===== config.mk =====
export PLATFORM = sky130hd
export DESIGN_NAME = intcode_nv_search
export DESIGN_NICKNAME = d
export VERILOG_FILES = /design/src/rtl/intcode_pkg.sv /design/src/rtl/intcode_nv_counter.sv /design/src/rtl/intcode_nv_search.sv
export SDC_FILE = /design/constraint.sdc
export NUM_CORES = 1
export LEC_CHECK = 0
export CAP_MARGIN = 20
export CORE_MARGIN = 1
export CORE_UTILIZATION = 25
export CTS_CLUSTER_SIZE = 12
export DETAILED_ROUTE_END_ITERATION = 10
export PLACE_DENSITY_LB_ADDON = 0.3
export SYNTH_ARGS = -nofsm -noshare
export SYNTH_HDL_FRONTEND = slang
export SYNTH_SLANG_ARGS = --single-unit
export TNS_END_PERCENT = 1

===== constraint.sdc =====
create_clock -name clk -period 3.5 [get_ports clk]
set_input_delay 0.7 -clock clk [delete_from_list [all_inputs] [get_ports clk]]
set_output_delay 0.7 -clock clk [all_outputs]
set_load 0.005 [all_outputs]

===== src/rtl/intcode_pkg.sv =====
// intcode_pkg: shared state encoding and engine memory map for the noun/verb search.
// No ports; imported by intcode_nv_search and intcode_nv_counter.
package intcode_pkg;

  typedef enum logic [2:0] {
    IDLE,
    ENG_RST,
    POKE_N,
    POKE_V,
    RUN,
    CHECK,
    DONE
  } nv_state_t;

  localparam int unsigned ADDR_RESULT = 0;
  localparam int unsigned ADDR_NOUN   = 1;
  localparam int unsigned ADDR_VERB   = 2;

endpackage


===== src/rtl/intcode_nv_counter.sv =====
// intcode_nv_counter: noun/verb candidate counter, verb inner loop, noun outer loop.
// Ports: clk, reset (async low), clear, advance -> noun, verb, last (at NOUN_MAX,VERB_MAX).
module intcode_nv_counter
  import intcode_pkg::*;
#(
  parameter int unsigned NOUN_MAX = 99,
  parameter int unsigned VERB_MAX = 99,
  parameter int unsigned NW = $clog2(NOUN_MAX + 1),
  parameter int unsigned VW = $clog2(VERB_MAX + 1)
) (
  input  logic          clk,
  input  logic          reset,
  input  logic          clear,
  input  logic          advance,
  output logic [NW-1:0] noun,
  output logic [VW-1:0] verb,
  output logic          last
);

  logic verb_wrap;

  assign verb_wrap = (verb == VW'(VERB_MAX));
  assign last = verb_wrap && (noun == NW'(NOUN_MAX));

  always_ff @(posedge clk or negedge reset) begin
    if (!reset) begin
      noun <= '0;
      verb <= '0;
    end else if (clear) begin
      noun <= '0;
      verb <= '0;
    end else if (advance) begin
      if (verb_wrap) begin
        verb <= '0;
        noun <= noun + 1'b1;
      end else begin
        verb <= verb + 1'b1;
      end
    end
  end

endmodule


===== src/rtl/intcode_nv_search.sv =====
// intcode_nv_search: drives one intcode engine through an exhaustive noun/verb sweep.
// Ports: host side clk/reset(async low)/start/target -> busy/done/found/noun/verb/answer/
//   iterations/timeout_seen; engine side intc_reset/intc_write_program/intc_addr/
//   intc_wdata/intc_run_program <- intc_halt/intc_data.
// Optional: define INTCODE_SEARCH_TIMEOUT_EN to bound RUN to RUN_TIMEOUT cycles.
module intcode_nv_search
  import intcode_pkg::*;
#(
  parameter int unsigned DATA_W      = 64,
  parameter int unsigned NOUN_MAX    = 99,
  parameter int unsigned VERB_MAX    = 99,
  parameter int unsigned RUN_TIMEOUT = 100000
) (
  input  logic                          clk,
  input  logic                          reset,
  input  logic                          start,
  input  logic [DATA_W-1:0]             target,
  output logic                          busy,
  output logic                          done,
  output logic                          found,
  output logic [$clog2(NOUN_MAX+1)-1:0] noun,
  output logic [$clog2(VERB_MAX+1)-1:0] verb,
  output logic [15:0]                   answer,
  output logic [15:0]                   iterations,
  output logic                          timeout_seen,
  output logic                          intc_reset,
  output logic                          intc_write_program,
  output logic [DATA_W-1:0]             intc_addr,
  output logic [DATA_W-1:0]             intc_wdata,
  output logic                          intc_run_program,
  input  logic                          intc_halt,
  input  logic [DATA_W-1:0]             intc_data
);

  nv_state_t state, state_nx;
  logic      accept;
  logic      cnt_clr;
  logic      cnt_adv;
  logic      last;
  logic      hit;
  logic      run_to;
  logic      to_flag;

  intcode_nv_counter #(
    .NOUN_MAX(NOUN_MAX),
    .VERB_MAX(VERB_MAX)
  ) u_cnt (
    .clk    (clk),
    .reset  (reset),
    .clear  (cnt_clr),
    .advance(cnt_adv),
    .noun   (noun),
    .verb   (verb),
    .last   (last)
  );

  assign accept = start && (state == IDLE || state == DONE);

`ifdef INTCODE_SEARCH_TIMEOUT_EN
  localparam int unsigned TW = $clog2(RUN_TIMEOUT + 1);
  logic [TW-1:0] to_cnt;

  assign run_to = (state == RUN) && !intc_halt && (to_cnt == '0);

  // to_flag marks a candidate abandoned by the timeout so CHECK
  // treats it as a miss without looking at intc_data.
  always_ff @(posedge clk or negedge reset) begin
    if (!reset) begin
      to_cnt       <= '0;
      to_flag      <= 1'b0;
      timeout_seen <= 1'b0;
    end else begin
      if (state == POKE_V)
        to_cnt <= TW'(RUN_TIMEOUT - 1);
      else if (state == RUN && to_cnt != '0)
        to_cnt <= to_cnt - 1'b1;
      if (state == RUN)
        to_flag <= run_to;
      if (accept)
        timeout_seen <= 1'b0;
      else if (run_to)
        timeout_seen <= 1'b1;
    end
  end
`else
  assign run_to       = 1'b0;
  assign to_flag      = 1'b0;
  assign timeout_seen = 1'b0;
`endif

  assign hit = !to_flag && (intc_data == target);

  always_ff @(posedge clk or negedge reset) begin
    if (!reset) state <= IDLE;
    else        state <= state_nx;
  end

  always_comb begin
    state_nx = state;
    cnt_clr  = 1'b0;
    cnt_adv  = 1'b0;
    unique case (state)
      IDLE, DONE: begin
        if (start) begin
          state_nx = ENG_RST;
          cnt_clr  = 1'b1;
        end
      end
      ENG_RST: state_nx = POKE_N;
      POKE_N:  state_nx = POKE_V;
      POKE_V:  state_nx = RUN;
      RUN: begin
        if (intc_halt || run_to) state_nx = CHECK;
      end
      CHECK: begin
        if (hit || last) begin
          state_nx = DONE;
        end else begin
          state_nx = ENG_RST;
          cnt_adv  = 1'b1;
        end
      end
      default: state_nx = IDLE;
    endcase
  end

  // Outputs are registered off the next state so each strobe lines up
  // with the state it belongs to.
  always_ff @(posedge clk or negedge reset) begin
    if (!reset) begin
      busy               <= 1'b0;
      done               <= 1'b0;
      found              <= 1'b0;
      answer             <= '0;
      iterations         <= '0;
      intc_reset         <= 1'b1;
      intc_write_program <= 1'b0;
      intc_addr          <= '0;
      intc_wdata         <= '0;
      intc_run_program   <= 1'b0;
    end else begin
      busy               <= !(state_nx inside {IDLE, DONE});
      intc_reset         <= (state_nx == ENG_RST);
      intc_write_program <= (state_nx == POKE_N) || (state_nx == POKE_V);
      intc_run_program   <= (state_nx == RUN);
      intc_addr          <= '0;
      intc_wdata         <= '0;
      if (state_nx == POKE_N) begin
        intc_addr  <= DATA_W'(ADDR_NOUN);
        intc_wdata <= DATA_W'(noun);
      end else if (state_nx == POKE_V) begin
        intc_addr  <= DATA_W'(ADDR_VERB);
        intc_wdata <= DATA_W'(verb);
      end
      if (accept) begin
        done       <= 1'b0;
        found      <= 1'b0;
        answer     <= '0;
        iterations <= '0;
      end else if (state == CHECK) begin
        iterations <= iterations + 16'd1;
        if (hit) begin
          found  <= 1'b1;
          answer <= 16'(noun) * 16'd100 + 16'(verb);
        end
        if (hit || last) done <= 1'b1;
      end
    end
  end

endmodule


## After elaboration in Yosys (flattened, before gate mapping)

Index checks and enable logic that the tools add are counted.

- Word-level logic and storage cells: 79
- Bits of input ports: 132
- Flip-flop bits (word level): 183

- Reductions and logical operators: 18
- $add $sub $neg: 4
- Equality and inequality tests: 14
- Muxes and demuxes: 29
- Multiply operators: 1

Operators by type and width:

| cell | number |
|---|---|
| $mux W64 | 2 |
| $mux W16 | 5 |
| $eq A64 B64 Y1 | 1 |
| $mux W7 | 7 |
| $pmux W3 S6 | 1 |
| $add A16 B1 Y16 const B | 1 |
| $add A14 B7 Y15 | 1 |
| $eq A3 B3 Y1 const B | 5 |
| $add A7 B1 Y7 const B | 2 |
| $eq A7 B7 Y1 const B | 2 |
| $eq A3 B2 Y1 const B | 4 |
| $mul A7 B5 Y12 const B | 1 |
| $reduce_bool A2 Y1 | 6 |
| $mux W1 | 10 |
| $mux W3 | 3 |
| $eq A3 B1 Y1 const B | 2 |
| $logic_not A3 Y1 | 2 |
| $reduce_and A2 Y1 | 3 |
| $logic_or A1 B1 Y1 | 3 |
| $logic_and A1 B1 Y1 | 2 |
| $mux W2 | 1 |
| $reduce_or A2 Y1 | 1 |
| $logic_not A1 Y1 | 1 |

## Logic depth before layout (Yosys ltp)

Gate-level depths: netlist of run 1.

- Word-level depth: 8
- Depth in mapped cells: 13
- Mapped depth without buffers: 13

## Cells and area by module

Synthesis of run 1 repeated with hierarchy kept, for this count alone.

- Cell total of the unflattened synthesis: 590
- Area total of the unflattened synthesis: 5405.2 sq um

Modules (own cells, without submodules):

| module | area each (sq um) | instances | cells each | sequential area each (sq um) |
|---|---|---|---|---|
| intcode_nv_search | 4621.9 | 1 | 509 | 1227.4 |
| intcode_nv_counter | 783.3 | 1 | 81 | 350.3 |

## Least setup slack after synthesis of run 1

Ideal clock, no wire load.

- Path kind: register -> register
- Start point: reg u_cnt.noun[2]
- End point: reg answer[13]
- Period minus slack after synthesis: 3.306 ns
- Arrival: 3.165 ns
- Setup time: 0.141 ns
- Stages on the path, launching flop included: 13
- Path buffers: 0
- Path slack: 0.194 ns
- Cell sequence: dfrtp_1 > inv_1 > ha_1 > ha_1 > fa_1 > ha_1 > xnor2_1 > o211a_1 > o31ai_1 > nor4b_1 > nand3_1 > xnor2_1 > mux2i_1

- Word-level cells in the longest chain between the ends: 5

RTL lines:

| what | RTL line | source |
|---|---|---|
| start, declared | intcode_nv_counter.sv:15 | `output logic [NW-1:0] noun,` |
| start signal, assigned | intcode_nv_counter.sv:35 | `noun <= noun + 1'b1;` |
| $mul A7 B5 Y12 | intcode_nv_search.sv:164 | `answer <= 16'(noun) * 16'd100 + 16'(verb);` |
| $add A14 B7 Y15 | intcode_nv_search.sv:164 |  |
| $mux W16 | intcode_nv_search.sv:162 | `if (hit) begin` |
| $mux W16 | intcode_nv_search.sv:160 | `end else if (state == CHECK) begin` |
| $mux W16 | intcode_nv_search.sv:155 | `if (accept) begin` |
| end signal, assigned | intcode_nv_search.sv:164 |  |
| end, declared | intcode_nv_search.sv:23 | `output logic [15:0] answer,` |

No other way between the ends. The select of a mux whose other input is x is not followed.
A chain may end at the register's enable or synchronous reset.

## Worst setup path in the final report of run 1

Same ends and word-level chain as after synthesis.

==> impl_metrics.py, run 1 <==
metrics = {
    "cts": {
        "cts.sink_count": 63,
        "cts_max_level": 3,
        "clk_pin_slew_ns": 0.05,
        "cts_setup_buffers": 0,
        "cts.path.max_buffers": 2,
        "cts_resized": 0,
        "clock-root-buffer": "clkbuf_16",
        "clkLatencyLatePin_ns": 0.33,
        "numCtsBuffers": 9,
        "ctsHoldBuffers": 0,
        "cts_tree": "yes",
    },
    "power": {
        "p_sw_share_pct": 32.8,
        "internal_power_mw": 2.01,
        "p_clk_share_pct": 30.9,
        "power_frac_comb_pct": 36.9,
        "power.density_mw_per_mm2": 399,
        "switchingPower_mw": 0.980,
        "p_leak_nw": 3.26,
        "seq_power_share_pct": 32.2,
        "ir_worst_vdd_uv": 192,
    },
    "routing": {
        "first_iter_violations": 119,
        "drtPass1Iterations": 4,
        "drc": 0,
        "routedWlPerCell_um": 14.9,
        "drtAntennaViolNets": 0,
        "via_count": 4374,
        "wirelength_um": 16000,
        "routed_via_density": 4.08,
    },
    "timing": {
        "tns_ns": 0,
        "period_share_pct": 93.4,
        "slew_viol_final": 0,
        "setup_viol_count_final": 0,
        "fmax_mhz": 306,
        "period_minus_slack_ns": 3.27,
        "slew_headroom_pct": 47.0,
        "finalHoldViolCount": 0,
        "finalClockSkew_ns": 0.00321,
        "timing.final.ws_setup_ns": 0.232,
        "tightest_slew_ns": 0.795,
        "rsz0062_at_grt": "false",
    },
    "floorplanning": {
        "start_util_pct": 25.8,
        "die_w_um": 148,
        "die_h_um": 148,
        "coreArea_mm2": 0.0205,
        "dieArea_mm2": 0.0218,
        "io_pins": 313,
        "row_count": 52,
    },
    "global_routing": {
        "grt_usage_pct": 14.6,
        "grt_overflow": 0,
        "grt_pass1_vias": 4157,
        "grt_max_degree": 64,
        "grt_pass1_wl_um": 24000,
        "antenna_found_initial": 0,
    },
    "layout": {
        "drive_gt1_share_pct": 5.12,
        "diodes": 0,
        "nets": 965,
        "utilization_pct": 36.5,
        "fillers": 2106,
        "syn_to_final_growth_pct": 41.1,
        "final_common_cell": "clkdlybuf4s50_1",
        "final_cell_mix": "clkdlybuf4s50_1 (190), conb_1 (121), xnor2_1 (79)",
    },
    "placed_design": {
        "routabilityCongestion": 0.847,
        "portBuffers": 191,
        "dp.final_hpwl_um": 13500,
        "place_ws_ns": 0.216,
    },
    "logic_synthesis": {
        "synth_seq_cells": 63,
        "synth_top_family_by_area": "buffers and inverters",
        "synth_xor_area_share_pct": 15.7,
        "ys_seq_area_share_pct": 29.8,
        "syn_inst": 590,
        "synth_mux_area_share_pct": 0.756,
        "synthAdderAreaFrac_pct": 9.17,
        "ys_warn_count": 0,
        "syn_area_mm2": 0.00530,
        "synth_flop_cell": "dfrtp_1",
        "synth_largest_area_cell": "dfrtp_1",
        "synth-simple-area-share_pct": 16.0,
        "synth-compound-area-share_pct": 8.36,
        "synth_edf_count": 0,
        "synth.top_cell.area_share_pct": 29.3,
        "avgSynthCellArea_um2": 8.98,
        "synthDistinctLibCells": 49,
        "netlist_top_cells_area": "dfrtp_1 (29%), buf_4 (17%), xnor2_1 (13%)",
        "async_flop_share_pct": 100,
    },
    "min_path": {
        "hold_path.class": "register to register",
        "worstHoldStart": "done",
    },
    "outcome": {
        "outcome": "finished, final reports clean",
    },
    "critical_path": {
        "path_class": "register to register",
        "endpoint_kind": "register",
        "path_max_fanout": 4,
        "arrival_ns": 3.47,
        "start_kind": "register",
        "crit_slowest_cell": "fa_1",
        "required_ns": 3.71,
        "crit_top_cell": "ha_1",
        "slowest_delay_ns": 0.44,
        "r2r-start": "u_cnt.noun[2]",
        "crit_chain": "buf_4 -> ha_1 -> ha_1 -> ha_1 -> inv_1 -> fa_1 -> nand2b_1 -> a21oi_1 -> nor4_1 -> a311o_1 -> nand3_1 -> xnor2_1 -> mux2i_1",
        "startpoint": "u_cnt.noun[2]",
    },
    "flow_run": {
        "drv_cap": 0,
    },
}
==> per-stage QoR <==
step                      area, um2  total power [mW]  cells  hold slack, ns
after CTS                      7470              3.02   1071           0.499
after global routing           7470              3.17   1071           0.519
after detailed placement       7160              2.08   1055           0.487
final                          7470              2.99   1071           0.503
after global placement         7160              2.08   1055           0.475
after floorplan                5750              1.63    710           0.404
==> final cells by class <==
| class | count | area [um2] | share of cell area [%] |
|---|---|---|---|
| Multi-Input combinational cell | 489 | 3110 | 41.6 |
| Tap cell | 270 | 338 | 4.52 |
| Sequential cell | 63 | 1580 | 21.1 |
| Inverter | 23 | 86.3 | 1.16 |
| Clock buffer | 14 | 274 | 3.67 |
| Clock inverter | 2 | 37.5 | 0.502 |
| Timing Repair Buffer | 210 | 2050 | 27.4 |
==> Yosys cell counts, drive strengths merged, types with 4 or more instances <==
library cell / n
nor3: 4
o21ai: 28
and3: 9
nor2b: 7
nand3: 17
a21oi: 14
nor4: 8
nor2: 34
xor2: 16
a22o: 7
buf: 125
xnor2: 79
ha: 34
mux2i: 4
dfrtp: 62
clkbuf: 10
nand2: 46
inv: 23
nand4: 20
o21a: 4
==> per-layer routing <==
layer / global-route usage, % / up-vias / routed length, um
li1: - / 2163 / -
met1: 16.7 / 2015 / 6370
met2: 27.6 / 183 / 8530
met3: 2.84 / 13 / 932
met4: 3.56 / 0 / 144
met5: 0 / - / 0
==> path summary, 6_finish.rpt <==
| kind | endpoint | slack (ns) | depth (start not counted) |
|---|---|---|---|
| hold / removal | done | 0.50 | 1 |
| setup reg to reg | answer[13] | 0.23 | 13 |
| max in group asynchronous | iterations[15] | 2.43 | 2 |
| hold reg to reg | done | 0.50 | 1 |
| setup / recovery | answer[13] | 0.23 | 13 |
| min in group asynchronous | answer[10] | 0.52 | 2 |
==> kinds of logic (layout without fill, tap and decap cells) <==
logic type / count (synthesis) / count (layout)
AO/OA/AOI/OAI: 70 / 70
XOR/XNOR: 95 / 95
adder cells (fa/ha/maj): 37 / 37
buffers and inverters: 158 / 249
flip-flops: 63 / 63
multiplexers: 4 / 4
other: 1 / 121
AND/OR/NAND/NOR: 162 / 162
==> flip-flops by register name, indices dropped and copies added, names as in the netlist <==
signal	count
intc_reset	1
answer	15
u_cnt.noun	7
intc_run_program	1
found	1
state	3
intc_addr	2
done	1
intc_wdata	7
iterations	16
busy	1
intc_write_program	1
u_cnt.verb	7
==> critical path, delay by kind of cell, from the launching register on <==
| family | cells | cell delay [ns] |
|---|---|---|
| adder cells (fa/ha/maj) | 4 | 1.29 |
| AO/OA/AOI/OAI | 2 | 0.68 |
| flip-flops | 1 | 0.39 |
| AND/OR/NAND/NOR | 3 | 0.37 |
| buffers and inverters | 2 | 0.22 |
| XOR/XNOR | 1 | 0.11 |
| multiplexers | 1 | 0.08 |
==> power by group through the flow <==
stage | sequential, mW | combinational, mW | clock, mW
floorplan | 0.927 | 0.706 | 0
CTS | 0.961 | 1.11 | 0.945
global route | 0.978 | 1.21 | 0.979
finish | 0.962 | 1.10 | 0.923
detailed placement | 0.971 | 1.11 | 0
global placement | 0.970 | 1.11 | 0
Note: power is estimated with default switching activity, not from simulation.
==> run 2, diff against run 1 <==
- CORE_ASPECT_RATIO: unset -> 2
- CTS_BUF_LIST: unset -> sky130_fd_sc_hd__clkbuf_4 sky130_fd_sc_hd__clkbuf_8
==> impl_metrics.py, run 2 (synthesis results as in run 1) <==
metrics = {
    "placed_design": {
        "routabilityCongestion": 0.876,
        "portBuffers": 191,
        "dp.final_hpwl_um": 14900,
        "dpl_cell_area_mm2": 0.00720,
    },
    "layout": {
        "fin_area_mm2": 0.00748,
        "largest-register": "iterations",
        "syn_to_final_growth_pct": 41.2,
        "final_cell_mix": "clkdlybuf4s50_1 (190), conb_1 (121), xnor2_1 (79)",
        "nets": 970,
        "largest_reg_flops": 16,
        "utilization_pct": 35.9,
        "reg_top3": "iterations (16), answer (15)",
        "drive_gt1_share_pct": 6.33,
        "final_common_cell": "clkdlybuf4s50_1",
    },
    "floorplanning": {
        "die_h_um": 208,
        "row_count": 75,
        "start_util_pct": 25.4,
        "io_pins": 313,
        "coreArea_mm2": 0.0208,
        "dieArea_mm2": 0.0218,
        "die_w_um": 105,
    },
    "power": {
        "p_sw_share_pct": 34.3,
        "switchingPower_mw": 0.989,
        "seq_power_share_pct": 32.6,
        "power_frac_comb_pct": 41.0,
        "power.density_mw_per_mm2": 385,
        "p_leak_nw": 3.26,
        "ir_worst_vdd_uv": 208,
        "p_clk_share_pct": 26.4,
        "internal_power_mw": 1.89,
    },
    "cts": {
        "clock-root-buffer": "clkbuf_8",
        "clkLatencyLatePin_ns": 0.35,
        "cts.sink_count": 63,
        "ctsHoldBuffers": 0,
        "cts_max_level": 3,
        "cts_resized": 0,
        "cts_tree": "yes",
        "numCtsBuffers": 9,
        "clk_pin_slew_ns": 0.08,
        "cts.path.max_buffers": 2,
        "cts_setup_buffers": 0,
    },
    "critical_path": {
        "crit_chain": "ha_1 -> ha_1 -> ha_1 -> inv_1 -> fa_1 -> nand2b_1 -> a21oi_1 -> nor2_1 -> or2_2 -> nor3_1 -> xnor2_1 -> mux2i_1",
        "endpoint_kind": "register",
        "path_class": "register to register",
        "crit_slowest_cell": "dfrtp_1",
        "path_max_fanout": 7,
        "arrival_ns": 3.53,
        "slowest_delay_ns": 0.47,
        "crit_top_cell": "ha_1",
        "start_kind": "register",
        "required_ns": 3.74,
        "r2r-start": "u_cnt.noun[1]",
        "startpoint": "u_cnt.noun[1]",
    },
    "outcome": {
        "outcome": "finished, final reports clean",
    },
    "timing": {
        "period_minus_slack_ns": 3.30,
        "hold_slack_ns": 0.413,
        "fmax_mhz": 303,
        "slew_headroom_pct": 50.4,
        "period_share_pct": 94.2,
        "rsz0062_at_grt": "false",
        "tns_ns": 0,
        "tightest_slew_ns": 0.743,
        "setup_viol_count_final": 0,
        "finalClockSkew_ns": 0.0172,
        "finalHoldViolCount": 0,
        "slew_viol_final": 0,
    },
    "routing": {
        "first_iter_violations": 148,
        "drc": 0,
        "wirelength_um": 17400,
        "via_count": 4676,
        "drtAntennaViolNets": 0,
        "routed_via_density": 4.33,
        "drtPass1Iterations": 6,
        "routedWlPerCell_um": 16.1,
    },
    "global_routing": {
        "grt_overflow": 0,
        "grt_pass1_vias": 4439,
        "antenna_found_initial": 7,
        "grt_max_degree": 33,
        "grt_pass1_wl_um": 25600,
        "grt_usage_pct": 16.0,
    },
    "flow_run": {
        "drv_cap": 0,
    },
    "min_path": {
        "hold_path.class": "input port to asynchronous set/reset pin",
    },
}
-- run 2: cell types whose count changed in the layout (fill, tap and decap cells not counted), moves of 2 or more --
cell / change
clkbuf_16: -9
clkbuf_8: +9
clkbuf_1: -2
diode_2: +5
buf_4: +5
-- run 2: stage by stage --
stage | worst slack [ns] | power [mW] | instances
6_report | 0.204 | 2.88 | 1080
5_1_grt | 0.0116 | 3.06 | 1075
4_1_cts | 0.0628 | 2.91 | 1075
3_5_place_dp | 0.114 | 2.14 | 1059
3_3_place_gp | 0.188 | 2.13 | 1059
2_1_floorplan | 0.194 | 1.63 | 710
-- run 2: final timing paths --
| check | to | slack, ns | cells after the start |
|---|---|---|---|
| max | answer[12] | 0.20 | 12 |
| min | iterations[8] | 0.41 | 1 |
| max reg2reg | answer[12] | 0.20 | 12 |
| min reg2reg | done | 0.51 | 1 |
| max in group asynchronous | intc_reset | 2.30 | 2 |
| min in group clk | done | 0.51 | 1 |
-- run 2: power groups by stage --
| stage | clock (mW) | combinational, mW | sequential [mW] |
|---|---|---|---|
| after floorplan | 0 | 0.706 | 0.927 |
| after global placement | 0 | 1.18 | 0.954 |
| after detailed placement | 0 | 1.19 | 0.956 |
| after CTS | 0.772 | 1.20 | 0.942 |
| after global routing | 0.807 | 1.30 | 0.954 |
| final | 0.759 | 1.18 | 0.939 |
-- run 2: final cells by class --
cell class	instances	area, um2
fillers	2172	13400
multi-input cells	489	3140
repair buffers	215	2090
flip-flops and latches	63	1580
well taps	269	337
clock buffers	13	173
inverters	23	86.3
clock inverters	3	65.1
diodes	5	12.5
-- run 2: critical path: cells and delay by family, from the launching register on --
family / cells / cell delay (ns)
fa+ha+maj: 4 / 1.36
buf+inv: 1 / 0.07
flops: 1 / 0.47
simple gates: 4 / 0.90
mux: 1 / 0.08
xor+xnor: 1 / 0.16
compound gates: 1 / 0.14
-- run 2: per-layer routing --
| metal | routed length [um] | track usage (%) | share of wire (%) | vias to the layer above |
|---|---|---|---|---|
| met2 | 9310 | 30.5 | 54 | 294 |
| met4 | 364 | 5.59 | 2.1 | 6 |
| met1 | 6060 | 15.9 | 35 | 2174 |
| met3 | 1620 | 5.31 | 9.3 | 28 |
| li1 | - | - | - | 2174 |
| met5 | 34 | 0 | 0.20 | - |
==> run 3, diff against run 2 <==
- CTS_CLUSTER_SIZE: 12 -> 10
==> results of run 3 <==
Same layout as run 2: the final DEF is identical, and so are final timing and power.
